## src/rtl/branch_ctrl.sv

```systemverilog
// Decode-stage branch controller: hazard wait, operand forwarding, PC redirect/flush/stall.
// Optional statistics counters are enabled by defining BRANCH_STATS_EN.
module branch_ctrl (
  input  logic        clk,
  input  logic        reset,
  input  logic [5:0]  OpD,
  input  logic [4:0]  RsD,
  input  logic [4:0]  RtD,
  input  logic        ConditionD,
  input  logic        RegWriteE,
  input  logic        MemtoRegE,
  input  logic [4:0]  WriteRegE,
  input  logic        RegWriteM,
  input  logic        MemtoRegM,
  input  logic [4:0]  WriteRegM,
  output logic        ForwardAD,
  output logic        ForwardBD,
  output logic        PCSrcD,
  output logic        StallF,
  output logic        StallD,
  output logic        FlushE,
  output logic        FlushD
`ifdef BRANCH_STATS_EN
  ,
  output logic [31:0] BrCnt,
  output logic [31:0] TakenCnt,
  output logic [31:0] StallCycCnt
`endif
);

  typedef enum logic [1:0] {S_IDLE, S_WAIT, S_RES} state_e;

  state_e     state_q, state_d;
  logic [1:0] cnt_q, cnt_d;
  logic       is_beq, is_bbt, is_br;
  logic [1:0] wait_rs, wait_rt, need;
  logic       fwd_a, fwd_b, resolve;

  assign is_beq = (OpD == 6'b000100);
  assign is_bbt = (OpD == 6'b111111);
  assign is_br  = is_beq | is_bbt;

  always_comb begin
    wait_rs = '0;
    if (RsD != '0 && RegWriteM && MemtoRegM && WriteRegM == RsD) wait_rs = 2'd1;
    if (RsD != '0 && RegWriteE && WriteRegE == RsD) wait_rs = MemtoRegE ? 2'd2 : 2'd1;
    wait_rt = '0;
    if (RtD != '0 && RegWriteM && MemtoRegM && WriteRegM == RtD) wait_rt = 2'd1;
    if (RtD != '0 && RegWriteE && WriteRegE == RtD) wait_rt = MemtoRegE ? 2'd2 : 2'd1;
    // bbt uses RtD as a bit index, so only Rs can create a dependency
    need = wait_rs;
    if (is_beq && wait_rt > need) need = wait_rt;
  end

  assign fwd_a = (RsD != '0) && RegWriteM && (WriteRegM == RsD);
  assign fwd_b = (RtD != '0) && RegWriteM && (WriteRegM == RtD) && !is_bbt;

  always_comb begin
    state_d   = state_q;
    cnt_d     = cnt_q;
    resolve   = 1'b0;
    StallF    = 1'b0;
    StallD    = 1'b0;
    FlushE    = 1'b0;
    ForwardAD = 1'b0;
    ForwardBD = 1'b0;
    PCSrcD    = 1'b0;
    FlushD    = 1'b0;
    if (reset) begin
      state_d = S_IDLE;
      cnt_d   = '0;
    end else begin
      case (state_q)
        S_IDLE: begin
          if (is_br) begin
            if (need == '0) begin
              resolve = 1'b1;
            end else begin
              StallF = 1'b1;
              StallD = 1'b1;
              FlushE = 1'b1;
              // The detecting IDLE cycle is itself the first stall, so only
              // need-1 WAIT cycles follow; cnt holds WAIT cycles left after this one.
              cnt_d   = need - 2'd2;
              state_d = (need == 2'd1) ? S_RES : S_WAIT;
            end
          end
        end
        S_WAIT: begin
          StallF = 1'b1;
          StallD = 1'b1;
          FlushE = 1'b1;
          if (cnt_q == '0) state_d = S_RES;
          else             cnt_d   = cnt_q - 2'd1;
        end
        S_RES: begin
          resolve = 1'b1;
          state_d = S_IDLE;
        end
        default: begin
          state_d = S_IDLE;
          cnt_d   = '0;
        end
      endcase
      if (resolve) begin
        ForwardAD = fwd_a;
        ForwardBD = fwd_b;
        PCSrcD    = ConditionD;
        FlushD    = ConditionD;
      end
    end
  end

  always_ff @(posedge clk) begin
    if (reset) begin
      state_q <= S_IDLE;
      cnt_q   <= '0;
    end else begin
      state_q <= state_d;
      cnt_q   <= cnt_d;
    end
  end

`ifdef BRANCH_STATS_EN
  logic [31:0] BrCnt_q, TakenCnt_q, StallCycCnt_q;

  always_ff @(posedge clk) begin
    if (reset) begin
      BrCnt_q       <= '0;
      TakenCnt_q    <= '0;
      StallCycCnt_q <= '0;
    end else begin
      if (resolve)               BrCnt_q       <= BrCnt_q + 32'd1;
      if (resolve && ConditionD) TakenCnt_q    <= TakenCnt_q + 32'd1;
      if (StallD)                StallCycCnt_q <= StallCycCnt_q + 32'd1;
    end
  end

  assign BrCnt       = BrCnt_q;
  assign TakenCnt    = TakenCnt_q;
  assign StallCycCnt = StallCycCnt_q;
`endif

endmodule
```

## config.mk

```make
export PLATFORM = sky130hd
export DESIGN_NAME = branch_ctrl
export DESIGN_NICKNAME = d
export VERILOG_FILES = /design/src/rtl/branch_ctrl.sv
export SDC_FILE = /design/constraint.sdc
export NUM_CORES = 1
export LEC_CHECK = 0
export CORE_AREA = 2 2 40 42
export CTS_BUF_LIST = sky130_fd_sc_hd__clkbuf_2 sky130_fd_sc_hd__clkbuf_4 sky130_fd_sc_hd__clkbuf_8
export DETAILED_ROUTE_END_ITERATION = 8
export DIE_AREA = 0 0 42 44
export DONT_BUFFER_PORTS = 1
export HOLD_SLACK_MARGIN = 0.15
export PLACE_DENSITY = 0.9
export SKIP_CTS_REPAIR_TIMING = 1
export SKIP_LAST_GASP = 1
export SLEW_MARGIN = 20
export SYNTH_ARGS = -nofsm -noshare
export SYNTH_HDL_FRONTEND = slang
export SYNTH_SLANG_ARGS = --single-unit
```

## constraint.sdc

```tcl
create_clock -name clk -period 4.92 [get_ports clk]
set_input_delay 0.492 -clock clk [delete_from_list [all_inputs] [get_ports clk]]
set_output_delay 0.492 -clock clk [all_outputs]
set_load 0.01 [all_outputs]
```

==> impl_results.md <==
* Leak at ~0.26 nW
* WP buf/inv at 0
* Crit-path max FO at 7
* Fin crit share at 78.34%
* Critical path type: in -> out
* Final Cell Area at about 900 um2
* CORE AREA at 1419 um2
* CP most frequent cell: nor2_1
* Clk slew on worst S/H paths at approximately 0.030 ns
* Flip-flop and latch area at between 80 and 90 um2
* Async SR Flop Fraction at 0%
* Hold Crit Depth at 1
* Slowest cell on the critical path: or4_4
* Number of global-route vias before repair at about 800
* Io pins at 40
* Mux contribution to synthesized area at 0%
* CP top delay family: compound AO/OA/AOI/OAI gates
* Iter 0 DRT Violations at 38
* Synth Area in XOR/XNOR at around a fifth
* Crit path cell chain: or4_4 -> o211ai_2 -> or2_1 -> nor2_1 -> ha_1 -> nor2b_1 -> o21ai_0 -> a31oi_1 -> a211oi_1 -> nor2_1 -> a21oi_1
* Clock latency on the worst-skew pair at 0.22 ns
* Synthesis-to-layout area growth at 0.8439%
* Share of post-route cells with drive strength above 1 at 16.36%
* GRT overflow at 0
* Clock Path Buffers at 2
* Total number of vias at 849
* DP Area at 874.6 um2
* Worst Reg-to-Reg Cells at 3
* Post-Route Utilization at 63.23%
* Setup TNS at 0 ns
* GRT Util Overall at between 20% and 30%
* Crit path DAT at 3.36 ns
* Gate Count Post-Synth at 112
* CTS root buf: clkbuf_4
* Htree depth at 1
* Final setup fails at 0
* DIE WIDTH at 42 um
* DRT antenna net count at 0
* Max VDD drop at 0.0001745 V
* Multi-input logic area at 755.7 um2
* Clock skew at slightly below 0.003 ns
* Slew @ Worst Pin at 0.8560 ns
* DR WL/cell at 16.63 um
* Via/cell ratio at ~6.7
* Antenna diodes at 0
* CTS tree: done
* Crit path time final at 3.854 ns
* Synth Area in Adders at 4.219%
* Routability cong. at 0.8804
* Site Rows at 14
* Complex-gate fraction of the synthesized area at 29.54%
* Setup crit start kind: input port
* Final hold slack at 0.3319 ns
* Synth unique cells at 45
* Outcome: completed
* Hpwl dp at 1834 um
* Antenna violations before repair at 0
* YS warnings at 0
* CTS sink count at 4
* Largest family of logic cells by synthesized area: simple AND/OR/NAND/NOR gates
* Post-Route WL at ~2100 um
* Pwr Density at between 100 and 150 nW/um2
* RSZ-0062 raised after global routing: false
* Critical path capture point type: output port
* First-pass detailed-route iteration total at 4
* Final Hold Violating Endpoints at 0
* Relative slew slack at between 40% and 50%
* Largest net degree at the start of global routing at 9
* Detailed-route DRC error count at 0
* Fillers at approximately 120
* Die Y-Extent at 44 um
* PortBufs at 0
* CP max stage delay at 0.53 ns
* First-pass GRT wire length at 3201 um
* Sequential element share of the synthesized area at 9.001%
* Worst EP required at 4.43 ns
* Inserted Clock Buffers at 3
* Die area at roughly 1800 um2
* Max-cap violation count at 0
* Fmax at 0.2594 GHz
* Mean post-synth cell area at 7.943 um2
* Cell Area, Synth at 889.6 um2
* Seq cells post-synth at 4
* Initial core utilization at 62.70%
* Syn nets at 148
* Nets at 148
* HP Class: in -> reg
* Post-Synth Simple-Gate Area at 30.66%
* Prevailing post-synth register cell: dfxtp_1
* EDFF count, synth at 0
* Fin. max-slew vios at 0
* Crit. path cell count at 11
[power breakdown]
part	internal, mW	switching, mW
combinational	0.0177	0.0174
sequential	0.0327	0.0000185
clock	0.0270	0.00998
total	0.0774	0.0274
[layout by cell type, fill, tap and decap left out, types with 2 or more instances in the layout]
master    count
or4_4         3
nor2_1        9
clkbuf_4      3
xnor2_1      14
nor3_1        3
nor2b_1       2
a31oi_1       2
a21oi_1       4
o211ai_2      2
a211oi_1      3
ha_1          3
and2_1        2
o21ai_0       2
a211oi_2      2
inv_1         5
o31ai_1       2
nor4_1        3
xor2_1        5
nand2b_1      2
nand2_1       9
dfxtp_1       4
nand4_1       4
[layout make-up]
cell class              instances  share of cell area [%]
inverters                       5                   2.092
well taps                      16                   2.232
clock buffers                   3                   2.510
flip-flops and latches          4                   8.926
multi-input cells              98                   84.24
[flip-flops by register name, summed over array words and instances (netlist names)]
signal   count
cnt_q        2
state_q      2
[through the flow]
stage,setup slack (ns),power [mW],cells
after floorplan,1.377,0.06256,112
after global placement,1.217,0.06540,123
after detailed placement,1.099,0.06724,123
after CTS,1.084,0.1057,126
after global routing,0.8379,0.1105,126
final,1.066,0.1048,126
[cell families after synthesis]
group,after synthesis
compound gates,28
xor+xnor,20
fa+ha+maj,3
buf+inv,10
flops,4
simple gates,47
[metal layers]
layer  track usage [%]  share of wire (%)  vias to the layer above
met5                 0                  0                        -
met4             5.161                1.5                        0
met3             2.083                5.9                        6
met2             42.19                 53                       34
met1             25.06                 40                      391
li1                  -                  -                      418
[worst reg2reg max path, delay by kind of cell (launching register included)]
family,cells,cell delay (ns)
flip-flops,1,0.38
AO/OA/AOI/OAI,3,1.16
[path summary, 6_finish.rpt]
path / endpoint / start / slack (ns)
setup / recovery: StallF / RtD[1] / 1.07
hold / removal: state_q[1]$_SDFFE_PP0P_ / reset / 0.33
setup reg to reg: cnt_q[0]$_SDFFE_PP0P_ / state_q[1]$_SDFFE_PP0P_ / 3.29
hold reg to reg: cnt_q[1]$_SDFFE_PP0P_ / cnt_q[1]$_SDFFE_PP0P_ / 0.48
[synthesized netlist by cell type (all sizes together), types with 2 or more instances]
cell      n  area share, %
nand2     9            3.8
and2      2            1.4
o31ai     3            3.1
buf       5            3.9
xor2      5            4.9
nand4     4            2.8
or4       4            4.6
nor3      3            1.7
nor4      3            2.1
a21oi     4            2.3
a31oi     2            1.4
nor2     10            4.5
inv       5            2.1
a211oi    5            5.3
dfxtp     4            9.0
a2111oi   2            4.1
ha        3            4.2
o32ai     2            2.8
nand2b    2            1.4
or2       2            1.4
o211ai    2            2.8
nor2b     2            1.4
xnor2    15             16
o21ai     2            1.1
No activity file was read; power rests on OpenSTA's default activity.
